===== src/rtl/lane_det_pkg.sv =====
// Shared types and helpers for the lane-detection video link.
// Counter widths derive from per-instance image sizes via cnt_w().
package lane_det_pkg;

  typedef enum logic [1:0] {
    IDLE,
    STREAM,
    DONE
  } tx_state_t;

  // Counter width for a range of n values, never narrower than one bit
  function automatic int cnt_w(input int n);
    return (n > 1) ? $clog2(n) : 1;
  endfunction

endpackage


===== src/rtl/video_axis_tx_if.sv =====
// AXI4-Stream video bus: one pixel per beat, tuser marks SOF, tlast marks end of row.
interface video_axis_tx_if #(
  parameter int AXI_WIDTH = 24
) ();
  logic [AXI_WIDTH-1:0] tdata;
  logic                 tvalid;
  logic                 tready;
  logic                 tlast;
  logic                 tuser;

  modport master (output tdata, tvalid, tlast, tuser, input tready);
  modport slave  (input tdata, tvalid, tlast, tuser, output tready);
endinterface


===== src/rtl/video_axis_tx_fifo.sv =====
// Synchronous FIFO with registered read port and wrap-bit pointers.
// rd_data updates on the edge that pops, so data lands one cycle after pop.
module axis_sync_fifo #(
  parameter int WIDTH = 24,
  parameter int DEPTH = 16
) (
  input  logic                     clk,
  input  logic                     rst,
  input  logic                     push,
  input  logic [WIDTH-1:0]         wr_data,
  input  logic                     pop,
  output logic [WIDTH-1:0]         rd_data,
  output logic                     full,
  output logic                     empty,
  output logic [$clog2(DEPTH):0]   count
);
  localparam int AW = $clog2(DEPTH);

  logic [WIDTH-1:0] mem [DEPTH];
  logic [AW:0]      wptr, rptr;
  logic             do_push, do_pop;

  assign empty   = (wptr == rptr);
  assign full    = (wptr[AW] != rptr[AW]) && (wptr[AW-1:0] == rptr[AW-1:0]);
  assign count   = wptr - rptr;
  assign do_pop  = pop && !empty;
  // A push into a full FIFO is fine when the same edge frees a slot
  assign do_push = push && (!full || do_pop);

  always_ff @(posedge clk) begin
    if (do_push) mem[wptr[AW-1:0]] <= wr_data;
  end

  always_ff @(posedge clk) begin
    if (rst) begin
      wptr    <= '0;
      rptr    <= '0;
      rd_data <= '0;
    end else begin
      if (do_push) wptr <= wptr + (AW+1)'(1);
      if (do_pop) begin
        rd_data <= mem[rptr[AW-1:0]];
        rptr    <= rptr + (AW+1)'(1);
      end
    end
  end

endmodule


===== src/rtl/video_axis_tx.sv =====
// AXI4-Stream video master: buffers raster pixels and emits exactly one framed
// frame per start, with tuser on the first pixel and tlast at each row end.
module video_axis_tx
  import lane_det_pkg::*;
#(
  parameter int IMG_LENGTH = 416,
  parameter int IMG_WIDTH  = 416,
  parameter int AXI_WIDTH  = 24,
  parameter int FIFO_DEPTH = 16
) (
  input  logic                 clk,
  input  logic                 rst,
  input  logic                 start,
  output logic                 busy,
  output logic                 frame_done,
  input  logic [AXI_WIDTH-1:0] pix_data,
  input  logic                 pix_valid,
  output logic                 pix_ready,
  video_axis_tx_if.master      m_axi_video
);
  localparam int COL_W     = cnt_w(IMG_WIDTH);
  localparam int ROW_W     = cnt_w(IMG_LENGTH);
  localparam int PIX_CNT_W = $clog2(IMG_LENGTH*IMG_WIDTH+1);
  localparam int CNT_W     = $clog2(FIFO_DEPTH) + 1;

  localparam logic [COL_W-1:0]     LAST_COL = COL_W'(IMG_WIDTH-1);
  localparam logic [ROW_W-1:0]     LAST_ROW = ROW_W'(IMG_LENGTH-1);
  localparam logic [PIX_CNT_W-1:0] TOTAL    = PIX_CNT_W'(IMG_LENGTH*IMG_WIDTH);

  tx_state_t            state;
  logic [PIX_CNT_W-1:0] in_cnt;
  logic [COL_W-1:0]     col, col_nx;
  logic [ROW_W-1:0]     row, row_nx;
  logic                 rd_vld;
  logic                 tvalid_q, tlast_q, tuser_q;
  logic [AXI_WIDTH-1:0] tdata_q;

  logic                 fifo_push, fifo_pop, fifo_full, fifo_empty;
  logic [AXI_WIDTH-1:0] fifo_rd_data;
  logic [CNT_W-1:0]     fifo_count;
  logic                 hs, load_out, last_beat;

  axis_sync_fifo #(.WIDTH(AXI_WIDTH), .DEPTH(FIFO_DEPTH)) u_fifo (
    .clk     (clk),
    .rst     (rst),
    .push    (fifo_push),
    .wr_data (pix_data),
    .pop     (fifo_pop),
    .rd_data (fifo_rd_data),
    .full    (fifo_full),
    .empty   (fifo_empty),
    .count   (fifo_count)
  );

  assign pix_ready = (state == STREAM) && !fifo_full && (in_cnt < TOTAL);
  assign fifo_push = pix_valid && pix_ready;

  assign hs        = tvalid_q && m_axi_video.tready;
  // rd_data is a holding stage between FIFO and output register; both advance
  // together so a stalled sink never loses a popped word
  assign load_out  = rd_vld && (!tvalid_q || hs);
  assign fifo_pop  = !fifo_empty && (!rd_vld || load_out);
  assign last_beat = hs && (col == LAST_COL) && (row == LAST_ROW);

  // Position of the beat presented after this edge
  always_comb begin
    col_nx = col;
    row_nx = row;
    if (hs) begin
      if (col == LAST_COL) begin
        col_nx = '0;
        row_nx = row + ROW_W'(1);
      end else begin
        col_nx = col + COL_W'(1);
      end
    end
  end

  always_ff @(posedge clk) begin
    if (rst) begin
      state      <= IDLE;
      busy       <= 1'b0;
      frame_done <= 1'b0;
      in_cnt     <= '0;
      col        <= '0;
      row        <= '0;
      rd_vld     <= 1'b0;
      tvalid_q   <= 1'b0;
      tdata_q    <= '0;
      tlast_q    <= 1'b0;
      tuser_q    <= 1'b0;
    end else begin
      frame_done <= 1'b0;
      case (state)
        IDLE: if (start) begin
          state  <= STREAM;
          busy   <= 1'b1;
          in_cnt <= '0;
          col    <= '0;
          row    <= '0;
        end
        STREAM: begin
          if (fifo_push) in_cnt <= in_cnt + PIX_CNT_W'(1);
          col <= col_nx;
          row <= row_nx;
          if (last_beat) begin
            state      <= DONE;
            frame_done <= 1'b1;
          end
        end
        DONE: begin
          state <= IDLE;
          busy  <= 1'b0;
        end
        default: state <= IDLE;
      endcase

      if (fifo_pop)      rd_vld <= 1'b1;
      else if (load_out) rd_vld <= 1'b0;

      if (load_out) begin
        tvalid_q <= 1'b1;
        tdata_q  <= fifo_rd_data;
        tlast_q  <= (col_nx == LAST_COL);
        tuser_q  <= (col_nx == '0) && (row_nx == '0);
      end else if (hs) begin
        tvalid_q <= 1'b0;
      end
    end
  end

  always_ff @(posedge clk) begin
    if (!rst) assert (fifo_count <= CNT_W'(FIFO_DEPTH));
  end

  assign m_axi_video.tvalid = tvalid_q;
  assign m_axi_video.tdata  = tdata_q;
  assign m_axi_video.tlast  = tlast_q;
  assign m_axi_video.tuser  = tuser_q;

endmodule


===== src/flat_wrapper.sv =====
// flat-port wrapper written by rule: the top's interface ports become plain ports
module video_axis_tx_flat import lane_det_pkg::*;
#(
  parameter int IMG_LENGTH = 416,
  parameter int IMG_WIDTH  = 416,
  parameter int AXI_WIDTH  = 24,
  parameter int FIFO_DEPTH = 16
)
  (clk, rst, start, busy, frame_done, pix_data, pix_valid, pix_ready, m_axi_video_tdata, m_axi_video_tvalid, m_axi_video_tlast, m_axi_video_tuser, m_axi_video_tready);
  video_axis_tx_if #(.AXI_WIDTH(AXI_WIDTH)) m_axi_video_i ();
  input  logic clk;
  input  logic rst;
  input  logic start;
  output logic busy;
  output logic frame_done;
  input  logic [AXI_WIDTH-1:0] pix_data;
  input  logic pix_valid;
  output logic pix_ready;
  output wire logic [$bits(m_axi_video_i.tdata)-1:0] m_axi_video_tdata;
  output wire logic [$bits(m_axi_video_i.tvalid)-1:0] m_axi_video_tvalid;
  output wire logic [$bits(m_axi_video_i.tlast)-1:0] m_axi_video_tlast;
  output wire logic [$bits(m_axi_video_i.tuser)-1:0] m_axi_video_tuser;
  input wire logic [$bits(m_axi_video_i.tready)-1:0] m_axi_video_tready;
  assign m_axi_video_tdata = m_axi_video_i.tdata;
  assign m_axi_video_tvalid = m_axi_video_i.tvalid;
  assign m_axi_video_tlast = m_axi_video_i.tlast;
  assign m_axi_video_tuser = m_axi_video_i.tuser;
  assign m_axi_video_i.tready = m_axi_video_tready;
  video_axis_tx #(.IMG_LENGTH(IMG_LENGTH), .IMG_WIDTH(IMG_WIDTH), .AXI_WIDTH(AXI_WIDTH), .FIFO_DEPTH(FIFO_DEPTH)) u_core (.clk(clk), .rst(rst), .start(start), .busy(busy), .frame_done(frame_done), .pix_data(pix_data), .pix_valid(pix_valid), .pix_ready(pix_ready), .m_axi_video(m_axi_video_i));
endmodule

===== config.mk =====
export PLATFORM = sky130hd
export DESIGN_NAME = video_axis_tx_flat
export DESIGN_NICKNAME = d
export VERILOG_FILES = /design/src/rtl/lane_det_pkg.sv /design/src/rtl/video_axis_tx_if.sv /design/src/rtl/video_axis_tx_fifo.sv /design/src/rtl/video_axis_tx.sv /design/src/flat_wrapper.sv
export SDC_FILE = /design/constraint.sdc
export NUM_CORES = 1
export LEC_CHECK = 0
export CAP_MARGIN = 20
export CORE_UTILIZATION = 42
export CTS_CLUSTER_SIZE = 8
export DETAILED_ROUTE_END_ITERATION = 6
export REMOVE_ABC_BUFFERS = 1
export SLEW_MARGIN = 0
export SYNTH_ARGS = -nofsm -noshare
export SYNTH_HDL_FRONTEND = slang
export SYNTH_SLANG_ARGS = --single-unit
export TNS_END_PERCENT = 50

===== constraint.sdc =====
create_clock -name clk -period 10.5 [get_ports clk]
set_input_delay 1.05 -clock clk [delete_from_list [all_inputs] [get_ports clk]]
set_output_delay 1.05 -clock clk [all_outputs]
set_load 0.1 [all_outputs]

==> results of run 1 <==
[flip-flops by register name (all words and copies together), names as in the netlist, 2 cells and up]
name                      cells
u_core.u_fifo.mem           384
u_core.m_axi_video.tdata     24
u_core.u_fifo.rd_data        24
u_core.in_cnt                18
u_core.col                    9
u_core.row                    9
u_core.u_fifo.rptr            5
u_core.u_fifo.wptr            5
u_core.state                  2
[kinds of logic (layout without fill, tap and decap cells)]
family          after synthesis  count (layout)  synth area share (%)
compound gates              183             183                  6.39
mux                         121             121                  12.6
flops                       486             486                  70.5
simple gates                277             277                  7.52
fa+ha+maj                     8               8                 0.520
xor+xnor                     17              17                 0.773
buf+inv                      88             211                  1.76
[final cells by class]
class	count	area, µm²
repair buffers	77	724
flip-flops and latches	486	13600
fillers	3795	22700
multi-input cells	606	5400
well taps	600	751
clock buffers	119	1960
inverters	9	33.8
clock inverters	6	96.3
[layout by cell type (no fill, tap or decap), types with 14 or more instances in the layout]
| cell | n |
|---|---|
| nand3b_1 | 24 |
| clkbuf_16 | 71 |
| dfxtp_1 | 100 |
| or3_1 | 19 |
| nand4_1 | 14 |
| a21oi_1 | 47 |
| mux2i_1 | 20 |
| nor2_1 | 28 |
| clkbuf_1 | 48 |
| nand2_1 | 94 |
| buf_4 | 19 |
| clkdlybuf4s50_1 | 57 |
| o21ai_0 | 42 |
| mux4_2 | 96 |
| edfxtp_1 | 384 |
| nand3_1 | 19 |
| a221oi_1 | 26 |
| a22o_1 | 25 |
[worst min-delay path, delay by kind of cell, from the launching register on]
family / cells / cell delay (ps)
flops: 1 / 300
compound gates: 1 / 50
simple gates: 1 / 50
[power by group through the flow]
stage | clock network, mW | registers (mW) | logic (mW)
after floorplan | 0 | 2.41 | 0.521
after global placement | 0 | 2.26 | 0.870
after detailed placement | 0 | 2.26 | 0.877
after CTS | 2.12 | 2.23 | 0.878
after global routing | 2.20 | 2.24 | 0.927
final | 2.08 | 2.22 | 0.859
[final timing paths]
| path | slack (ps) | depth (start not counted) | startpoint | to |
|---|---|---|---|---|
| worst max register to register | 7320 | 5 | u_core.state[0] | u_core.u_fifo.mem[0][20] |
| worst min register to register | 450 | 2 | u_core.m_axi_video.tdata[10] | u_core.m_axi_video.tdata[10] |
| worst min-delay path | 450 | 2 | u_core.m_axi_video.tdata[10] | u_core.m_axi_video.tdata[10] |
| worst max-delay path | 6020 | 4 | u_core.state[0] | pix_ready |
[layer usage]
layer	vias to the layer above	wire length [µm]	GRT usage, %	part of all wire [%]
met4	4	964	6.01	2.2
li1	4850	-	-	-
met5	-	23	0	0.052
met2	324	21800	31.7	49
met3	80	2540	4.35	5.7
met1	5543	19200	26.2	43
[cells in the mapped netlist (all sizes together), types with 5 or more instances]
cell type	n	area, µm²
a21oi	48	244
a221oi	26	228
a22o	25	219
and2	6	37.5
and3	20	125
buf	13	57.6
clkbuf	66	248
dfxtp	102	2040
edfxtp	384	11500
ha	8	100
inv	9	33.8
mux2	5	56.3
mux2i	20	200
mux4	96	2160
nand2	94	353
nand2b	7	43.8
nand3	19	95.1
nand3b	24	180
nand4	14	87.6
nor2	29	109
nor2b	12	75.1
nor3	9	45.0
nor4	7	43.8
o21ai	43	215
o31ai	6	45.0
or3	19	119
or4	5	41.3
xnor2	9	78.8
xor2	8	70.1
==> run summary, run 1 <==
Status: finished clean
Initial antenna violation count: 2
#FFs+latches synth: 486
Power share of the clock group: 40.3%
Max-cap violations: 0
Synth unique cells: 55
PwrDens: 229 mW/mm²
Initial Utilization: 42.5%
Syn Inst Count: 1180
Syn-to-layout area delta: 17.0%
Syn avg cell area: 16.3 µm²
FP Rows: 78
Worst-path clk slew: 50 ps
Setup violators final: 0
Share of layout cells above drive strength 1: 17.0%
WP buf/inv: 1
Int Power: 3.79 mW
GRT Total Usage: 19.5%
Static Leak: 7.10 nW
Hold WC Path Type: flop to flop
I/O Buffers: 58
Slowest stage cell on the critical path: clkdlybuf4s50_1
Worst Tran Pin Value: 1110 ps
Period utilisation layout: 42.7%
Fin. Hold Viols: 0
NetSw: 1.38 mW
Number of enable flip-flop cells after synthesis: 384
Post-synth ARST share: 0%
Vias per std cell: 5.68
Routed Antenna Nets: 0
CP arrival: 3430 ps
Grt ovf: 0
Drt total wl: 44.5 mm
Maximum clock rate: 223 MHz
CTS root buffer: clkbuf_16
Postcts setup bufs: 0
Slew Limit Fails: 0
Final Util: 49.8%
Routed length per instance: 23.4 µm
Most common flop cell mapped by yosys: edfxtp_1
Placed Cells: 1777
Final setup margin: 6020 ps
Seq/Total Area, Yosys: 70.5%
Startpoint types: flop
Chip height: 216 µm
Relative slew slack: 25.7%
Final instance area: 0.0225 mm²
Syn Std Cell Area: 0.0193 mm²
Top delay family on crit path: buffers and inverters
Logic pwr share: 16.6%
Period minus WS final: 4480 ps
Residual DRC: 0
# IOs: 59
CTS tree: built
Detailed Route Iter0 Violations: 1053
Pre-CTS WS: 6600 ps
Critical path cell sequence: nand2b_1 > a221oi_1 > a21boi_0 > clkdlybuf4s50_1
Net Sw Frac: 26.6%
Area of the die: 0.0467 mm²
Peak supply drop: 0.134 mV
Vias: 10800
Finished Layout Cells: 1903
Number of diodes: 0
Max incr delay on CP: 1220 ps
GP Congestion: 0.794
Hold_buf cts: 0
CTS Buf Count: 70
Vias in the first global route: 10900
Data required time of the worst path: 9450 ps
First-pass GRT wire length: 67.4 mm
Yosys warns: 0
Critical path peak fanout: 14
Largest net degree at the start of global routing: 59
Clk_lat worst skew: 580 ps
Setup repair after global routing missed its margin: false
Die W: 216 µm
Layout Nets: 1287
Layout Skew: 18.3 ps
Max Root-Sink Buffers: 3
Sequential group share of total power: 43.0%
Num Clock Sinks: 486
Min Hold Slack: 451 ps
HPWL after DPL: 23.1 mm
Critical path class: flop to output port
Worst Setup End Kind: output port
Gates resized, CTS repair: 0
Core Area: 0.0453 mm²
1st-pass router iterations: 5
Design Power: 5.17 mW
Final setup TNS: 0 ps
H-tree levels: 3
Dpl cell area: 0.0205 mm²
Power figures use the tool's default switching activity.
==> run 2: changes to the inputs <==
==> constraint.sdc (replaced) <==
create_clock -name clk -period 4 [get_ports clk]
set_input_delay 0.4 -clock clk [delete_from_list [all_inputs] [get_ports clk]]
set_output_delay 0.4 -clock clk [all_outputs]
set_load 0.1 [all_outputs]
==> run 2 against run 1 <==
Net effect: sequential power grew to 2.6 times the previous value; clock skew fell by 1.7 ps; combinational power grew to 2.9 times the previous value; largest power group unchanged.
==> run summary, run 2 (synthesized netlist as in run 1, its figures left out) <==
Routed length per instance: 22.9 µm
Hold_buf cts: 0
Routed Antenna Nets: 0
Residual DRC: 0
Int Power: 9.99 mW
Critical path class: flop to flop
Period utilisation layout: 74.8%
GP Congestion: 0.808
Period minus WS final: 2990 ps
Vias: 10700
Critical R2R Launch: u_core.in_cnt[10]
Most common cell after layout, fill and taps aside: edfxtp_1
Layout Skew: 16.6 ps
Fin. Hold Viols: 0
Number of diodes: 0
Largest net degree at the start of global routing: 76
Clk_lat worst skew: 580 ps
Grt ovf: 0
# IOs: 59
H-tree levels: 3
GRT Total Usage: 19.3%
FF-to-FF End: u_core.u_fifo.wptr[4]
FP Rows: 78
Final Util: 49.9%
PwrDens: 604 mW/mm²
Startpoint types: flop
Power share of the clock group: 40.0%
Num Clock Sinks: 486
Setup violators final: 0
Worst Setup End Kind: flop
Max-cap violations: 0
Drt total wl: 43.8 mm
Share of layout cells above drive strength 1: 17.5%
Reg2reg setup slack: 1010 ps
Worst Reg2Reg Path Length in Cells: 5
Sequential group share of total power: 42.0%
Data required time of the worst path: 4470 ps
Most frequent cells in the layout: 384 x edfxtp_1, 100 x dfxtp_1, 96 x mux4_2
Setup repair after global routing missed its margin: false
Initial antenna violation count: 0
CTS root buffer: clkbuf_16
Min Hold Slack: 383 ps
NetSw: 3.66 mW
Critical path peak fanout: 25
Chip height: 216 µm
Design Power: 13.7 mW
Worst hold path depth: 2
Vias per std cell: 5.61
Max Root-Sink Buffers: 3
Gates resized, CTS repair: 0
Maximum clock rate: 334 MHz
Vias in the first global route: 11100
Die W: 216 µm
Dpl cell area: 0.0206 mm²
Status: finished clean
First-pass GRT wire length: 67.6 mm
CP arrival: 3460 ps
Initial Utilization: 42.5%
Layout Nets: 1293
Slew Limit Fails: 0
Detailed Route Iter0 Violations: 1019
Hold WC Path Type: input port to flop
Net Sw Frac: 26.8%
Final instance area: 0.0226 mm²
CTS tree: built
Logic pwr share: 18.0%
Postcts setup bufs: 0
CTS Buf Count: 70
Worst Tran Pin Value: 1000 ps
Max FFs per register: 384
Worst-path clk slew: 50 ps
Area of the die: 0.0467 mm²
Static Leak: 7.14 nW
I/O Buffers: 58
1st-pass router iterations: 5
Core Area: 0.0453 mm²
Relative slew slack: 32.8%
Syn-to-layout area delta: 17.4%
Peak supply drop: 0.349 mV
HPWL after DPL: 25.6 mm
Worst hold endpoint: u_core.row[3]
Hold_sp: rst
run 2: cell types whose count changed in the layout (fill, tap and decap cells not counted), moves of 2 or more:
cell / before / now
buf_4: 19 / 24
inv_16: 0 / 2
clkbuf_1: 48 / 50
buf_12: 0 / 3
run 2: routing by layer:
layer	routed length (µm)	vias up	GRT usage, %
met5	0	-	0
met4	902	0	5.99
met3	2230	65	3.34
met2	21000	294	31.0
met1	19700	5509	26.9
li1	-	4856	-
run 2: area by class of cell:
cell class,instances,area [µm²]
Clock buffer,121,1960
Fill cell,3795,22700
Multi-Input combinational cell,606,5400
Inverter,9,33.8
Clock inverter,6,90.1
Tap cell,600,751
Sequential cell,486,13600
Timing Repair Buffer,83,801
run 2: power by group through the flow:
stage | sequential, mW | combinational (mW) | clock, mW
floorplan | 6.32 | 1.37 | 0
global placement | 5.82 | 2.50 | 0
detailed placement | 5.82 | 2.51 | 0
CTS | 5.73 | 2.52 | 5.58
global route | 5.74 | 2.66 | 5.79
finish | 5.73 | 2.46 | 5.47
run 2: worst max-delay path by stage:
stage | from | cells after the start | slack, ps | endpoint
finish | u_core.in_cnt[10] | 5 | 1010 | u_core.u_fifo.wptr[4]
global route | u_core.in_cnt[10] | 5 | 780 | u_core.u_fifo.wptr[4]
CTS | u_core.in_cnt[10] | 5 | 980 | u_core.u_fifo.wptr[4]
detailed placement | u_core.in_cnt[10] | 5 | 1000 | u_core.u_fifo.wptr[4]
global placement | u_core.in_cnt[10] | 5 | 1080 | u_core.u_fifo.wptr[4]
floorplan | u_core.u_fifo.rptr[0] | 3 | -3230 | pix_ready
run 2: worst max-delay path, stage by stage, from the launching register on:
cell	delay, ps
dfxtp_1	350
or3_1	400
a221oi_1	430
o211a_1	500
and3_2	790
mux2_2	410
run 2: stage by stage:
stage / TNS (ps) / cells / worst slack, ps
floorplan: -944850 / 1101 / -3230
CTS: 0 / 1911 / 981
global placement: 0 / 1784 / 1080
finish: 0 / 1911 / 1010
detailed placement: 0 / 1784 / 999
global route: 0 / 1911 / 776
